File: src/rtl/lim_cnt_chain.sv
// lim_cnt_chain: N-digit cascade of limited counters for the stopwatch datapath.
// Digit i counts 0..L_i-1. It carries into digit i+1 when counting up and
// borrows from digit i+1 when counting down.
// At the chain ends the count either wraps (pulsing co) or saturates.
// Priority on each edge: reset > clr > load > en.
module lim_cnt_chain #(
  parameter int               N      = 4,
  parameter int               W      = 4,
  parameter logic [N*W-1:0]   LIMITS = {4'd6, 4'd10, 4'd6, 4'd10},
  parameter bit               WRAP   = 1'b1
) (
  input  logic           clk,
  input  logic           reset,
  input  logic           clr,
  input  logic           load,
  input  logic [N*W-1:0] load_val,
  input  logic           en,
  input  logic           dir,
  output logic [N*W-1:0] value,
  output logic           co,
  output logic           load_err,
  output logic           at_max,
  output logic           at_min
);

  logic [N*W-1:0] step_val;
  logic           chain_c;
  logic [W:0]     s_d;
  logic [W:0]     s_lim_m1;

  logic [N*W-1:0] clamp_val;
  logic           clamp_any;
  logic [W:0]     c_d;
  logic [W:0]     c_lim_m1;

  logic [W:0]     m_d;
  logic [W:0]     m_lim_m1;

  // Next value for one count step. The carry or borrow ripples through every
  // digit. Arithmetic is W+1 bits wide so digit+1 cannot overflow before the
  // limit compare.
  always_comb begin
    step_val = '0;
    chain_c  = 1'b1;
    s_d      = '0;
    s_lim_m1 = '0;
    for (int i = 0; i < N; i++) begin
      s_d      = {1'b0, value[i*W +: W]};
      s_lim_m1 = {1'b0, LIMITS[i*W +: W]} - (W+1)'(1);
      if (!dir) begin
        if (chain_c && (s_d == s_lim_m1)) begin
          step_val[i*W +: W] = '0;
        end else begin
          s_d                = s_d + {{W{1'b0}}, chain_c};
          step_val[i*W +: W] = s_d[W-1:0];
          chain_c            = 1'b0;
        end
      end else begin
        if (chain_c && (s_d == '0)) begin
          step_val[i*W +: W] = s_lim_m1[W-1:0];
        end else begin
          s_d                = s_d - {{W{1'b0}}, chain_c};
          step_val[i*W +: W] = s_d[W-1:0];
          chain_c            = 1'b0;
        end
      end
    end
  end

  // Clamp each loaded digit to its largest legal value, and flag any digit
  // that was clamped.
  always_comb begin
    clamp_val = '0;
    clamp_any = 1'b0;
    c_d       = '0;
    c_lim_m1  = '0;
    for (int i = 0; i < N; i++) begin
      c_d      = {1'b0, load_val[i*W +: W]};
      c_lim_m1 = {1'b0, LIMITS[i*W +: W]} - (W+1)'(1);
      if (c_d > c_lim_m1) begin
        clamp_val[i*W +: W] = c_lim_m1[W-1:0];
        clamp_any           = 1'b1;
      end else begin
        clamp_val[i*W +: W] = c_d[W-1:0];
      end
    end
  end

  // Chain-end flags, decoded directly from the current value.
  always_comb begin
    at_max   = 1'b1;
    at_min   = 1'b1;
    m_d      = '0;
    m_lim_m1 = '0;
    for (int i = 0; i < N; i++) begin
      m_d      = {1'b0, value[i*W +: W]};
      m_lim_m1 = {1'b0, LIMITS[i*W +: W]} - (W+1)'(1);
      if (m_d != m_lim_m1) at_max = 1'b0;
      if (m_d != '0)       at_min = 1'b0;
    end
  end

  // Count register with prioritised controls. co and load_err are
  // single-cycle pulses and default low on every edge.
  always_ff @(posedge clk) begin
    if (reset) begin
      value    <= '0;
      co       <= 1'b0;
      load_err <= 1'b0;
    end else if (clr) begin
      value    <= '0;
      co       <= 1'b0;
      load_err <= 1'b0;
    end else if (load) begin
      value    <= clamp_val;
      co       <= 1'b0;
      load_err <= clamp_any;
    end else if (en) begin
      load_err <= 1'b0;
      if (chain_c) begin
        // A carry or borrow out of the last digit means the whole chain wraps.
        // In saturating mode the value holds at its end and co stays low.
        if (WRAP) begin
          value <= step_val;
          co    <= 1'b1;
        end else begin
          co    <= 1'b0;
        end
      end else begin
        value <= step_val;
        co    <= 1'b0;
      end
    end else begin
      co       <= 1'b0;
      load_err <= 1'b0;
    end
  end

endmodule

File: config.mk
export PLATFORM = sky130hd
export DESIGN_NAME = lim_cnt_chain
export DESIGN_NICKNAME = d
export VERILOG_FILES = /design/src/rtl/lim_cnt_chain.sv
export SDC_FILE = /design/constraint.sdc
export NUM_CORES = 1
export LEC_CHECK = 0
export ABC_CLOCK_PERIOD_IN_PS = 2900
export CAP_MARGIN = 20
export CORE_MARGIN = 2
export CORE_UTILIZATION = 51
export CTS_CLUSTER_DIAMETER = 50
export DETAILED_ROUTE_END_ITERATION = 8
export PLACE_DENSITY = 0.86
export SETUP_SLACK_MARGIN = 0.2
export SLEW_MARGIN = 20
export SYNTH_ARGS = -nofsm -noshare
export SYNTH_HDL_FRONTEND = slang
export SYNTH_SLANG_ARGS = --single-unit
File: constraint.sdc
create_clock -name clk -period 2.9 [get_ports clk]
set_input_delay 0.58 -clock clk [delete_from_list [all_inputs] [get_ports clk]]
set_output_delay 0.58 -clock clk [all_outputs]
set_load 0.1 [all_outputs]
# After elaboration in Yosys (flattened, before gate mapping)
# Index checks and enable logic that the tools add are counted.
# word_totals
ff_bits	18
inputBits	22
out_inout_bits	20
elab_cells	86
# op_classes
addsub	8
order_cmp	4
eq_ne	8
mux	43
bitwise	2
n_reduce_logical	18
# ops
cell	n
$mux W4	16
$mux W16	2
$mux W1	25
$logic_not A4 Y1	4
$reduce_bool A4 Y1	4
$add A4 B1 Y4	3
$sub A4 B1 Y4	3
$eq A4 B3 Y1 const B	2
$eq A4 B4 Y1 const B	2
$gt A4 B3 Y1 const B	2
$gt A4 B4 Y1 const B	2
$ne A4 B3 Y1 const B	2
$ne A4 B4 Y1 const B	2
$logic_and A1 B1 Y1	6
$add A4 B1 Y4 const B	1
$reduce_or A4 Y1	1
$sub A4 B1 Y4 const B	1
$reduce_or A3 Y1	1
$not A1 Y1	2
$reduce_bool A2 Y1	1
$reduce_or A2 Y1	1

# Longest topological paths before layout
# logic_depth
depth_word	14
ltp_mapped	11
depth_no_buf	10

# Worst setup path before layout
# OpenSTA, ideal clock, no wires.
# synth_path
path_type	register to output
start	register value[10]
end	output port at_min
arrival_time_ns	2.671
required_ns	2.320
setup_slack_ns	-0.351
stages_incl_launch_ff	5
path_buffers	1
cell_sequence	dfxtp_1 -> buf_2 -> nor4_2 -> nand4_2 -> nor2_1
# synth_between
elab_chain_cells	3
# synth_lines
element	line_no	text
start, declared	19	output logic [N*W-1:0] value,
start signal, assigned	115	value <= clamp_val;
start signal, assigned	124	value <= step_val;
start signal, assigned	130	value <= step_val;
$reduce_bool A4 Y1	99	if (m_d != '0) at_min = 1'b0;
$mux W1 (2 in series)	99	
end, declared	23	output logic at_min
# Every way passes these cells.

# Final worst setup path
# layout_path
start	input port dir
end	register value[14]
# layout_between
elab_chain_cells	12
elab_cells_between_ends	20
classes_between	2 x add/sub; 12 x mux; 6 x reduce/logical
# layout_lines
element	line_no	text
start, declared	18	input logic dir,
$mux W1	50	if (!dir) begin
$logic_and A1 B1 Y1 (on tied branches)	51, 59	
$mux W1 (on tied branches)	51, 59	
$mux W1	50	
$logic_and A1 B1 Y1 (on tied branches)	51, 59	
$mux W1 (on tied branches)	51, 59	
$mux W1	50	
$add A4 B1 Y4, or another cell as far along	54	s_d = s_d + {{W{1'b0}}, chain_c};
$mux W4 (on tied branches)	51, 59	
$mux W4 *	50	
$mux W16 *	118	end else if (en) begin
$mux W16 *	114	end else if (load) begin
# Mark *: on every way between the ends. The rest lies on a longest branch, timed or not. The select of a mux whose other input is x is not followed.
# A chain may end at the register's enable or synchronous reset.

==> run metrics <==
outcome=finished clean; top-count cell post-synth=nor2_1; Port-buffer cells=41; Worst setup EP type=flop; Yosys Warn Count=0; simple logic cell fraction of the synthesized area=36.1%; largest net degree at the start of global routing=34; first-pass GRT wire length=8.06 mm; Core Area=3390 µm²; static leakage=0.929 nW; Synthesized Nets=274; die span in x=63.7 µm; Hold Fails Final Rpt=0; die area=4060 µm²; WS Path Type=primary input to flop; vias in the first global route=1752; via count=2021; Worst-Margin Slew=0.500 ns; post-synthesis compound-gate area fraction=26.5%; ant diodes=0; Cell Pwr Density=327 nW/µm²; Crit path arrival time=2.79 ns; Post-synth top flop=dfxtp_1; worst skew pair latency=0.31 ns; ys async rst share=0%; Max FO, Critical Path=6; Clock Tree Root=clkbuf_4; Setup Skew=0.00617 ns; antenna viol nets, final=0; Synth top cells by count=nor2_1 (19), dfxtp_1 (18), a21oi_1 (17); register area share after synthesis=19.8%; layout cell share with drive strength beyond 1=24.1%; die height=63.7 µm; CTS Buffer Depth=2; Post-Syn Area=1820 µm²; TritonCTS clock tree=done; Avg Inst Size Synth=7.59 µm²; Syn-to-layout area delta=28.0%; Total GRT Usage=24.6%; initial antenna violation count=0; Adder-Cell Fraction of Synth Area=8.25%; Syn Inst Count=240; GPL Wtd Cong=0.899; XOR/XNOR Fraction of Synth Area=2.41%; RSZ-0062 raised after global routing=no; Hold/Removal Path Class=flop to flop; worst hold slack=0.548 ns; number of clock sinks=18; First-pass DRT Iterations=5; mux share of post-synthesis cell area=0%; Final HPWL DP=3.66 mm; initial drt markers=206; largest family of logic cells by synthesized area=simple AND/OR/NAND/NOR gates; top cells by area, synth=dfxtp_1 (20%), ha_1 (8.2%), a21oi_1 (4.7%); critical path startpoint category=primary input; Slew headroom=66.3%; grt ovf=0; Ports=42; Slew Limit Fails=0; # Max-Cap Violations=0; htree depth=1; Tmin final=2.58 ns; Final setup viols=0; Clock transition at path regs=0.12 ns; Post-synth EDFFs=0; Yosys cell types=60; net total in the final layout=313; Yosys top cell area share=19.8%; Yosys top cell by area=dfxtp_1; Max rail drop VDD=0.223 mV; drt wl/cell=15.4 µm; via/cell ratio=6.24; cts bufs inserted=3; Power Total=763 µW; max frequency=387 MHz; number of remaining DRC errors=0; period utilization=89.0%; initial core utilization=53.7%; flops & latches, synth=18; WL final=4.98 mm; num rows=21; required time worst endpoint=3.11 ns; # hold bufs at CTS=0
-- critical path: stages --
cell and delay, ns:
clkdlybuf4s50_1 0.53, inv_2 0.09, and3_1 0.18, o221a_2 0.32, ha_2 0.19, ha_1 0.19
nor4bb_2 0.17, a211oi_1 0.25, nor2b_1 0.08, a32o_1 0.21
-- path summary, 6_finish.rpt --
kind | cells past startpoint | end | start | slack, ns
max | 10 | value[14] | dir | 0.32
min | 2 | value[7] | value[7] | 0.55
max reg2reg | 9 | value[14] | value[5] | 0.34
min reg2reg | 2 | value[7] | value[7] | 0.55
-- placed cells by master, fill, tap and decap left out, types with 9 or more instances in the layout --
master	netlist	layout
a21oi_1	17	17
inv_1	15	13
dfxtp_2	0	9
nor3_1	9	9
buf_4	0	28
nand2_1	15	15
ha_1	12	11
nand2b_1	9	9
clkdlybuf4s50_1	0	21
nor2_1	19	18
o21ai_0	14	14
-- cell families after synthesis --
| group | Yosys count |
|---|---|
| DFF | 18 |
| adders and majority gates | 12 |
| and+or+nand+nor | 102 |
| AOI/OAI and AO/OA | 71 |
| buffers and inverters | 32 |
| xor gates and xnor gates | 5 |
-- flip-flops by register name (all words and copies together), names as in the netlist --
signal and flops:
load_err 1, value 16, co 1
-- final cells by class --
class                      count  area, µm²
inverter                      16       63.8
multi-input combinational    190       1360
tap                           46       57.6
clock buffer                   4       26.3
sequential                    18        387
fill                         282       1060
timing repair buffer          50        440
-- timing repair --
| item | 4_1_cts | 5_1_grt |
|---|---|---|
| gates resized for setup | 0 | 7 |
| setup buffers | 0 | 2 |
| endpoints found under the setup margin | 0 | 2 |
-- where the power goes --
part / switching [mW] / total, mW / internal, mW
logic: 0.211 / 0.335 / 0.124
clock network: 0.0909 / 0.145 / 0.0537
registers: 0.0266 / 0.284 / 0.257
total: 0.329 / 0.763 / 0.435
-- stage by stage --
| stage | TNS [ns] | instance area [µm²] | std cells | util (%) | setup slack [ns] |
|---|---|---|---|---|---|
| 6_report | 0 | 2330 | 324 | 68.8 | 0.319 |
| 5_1_grt | 0 | 2330 | 324 | 68.8 | 0.176 |
| 4_1_cts | 0 | 2300 | 322 | 67.7 | 0.293 |
| 3_5_place_dp | -0.0446 | 2270 | 318 | 67.0 | -0.0309 |
| 3_3_place_gp | 0 | 2270 | 318 | 67.0 | 0.0810 |
| 2_1_floorplan | 0 | 1850 | 240 | - | 0.279 |
-- metal layers --
layer,vias to the layer above,global-route usage (%),share of wire [%]
met5,-,0,0
met4,0,10.6,1.6
met3,11,2.82,10
met2,108,38.2,46
met1,922,34.5,42
li1,980,-,-
Power figures use the tool's default switching activity.
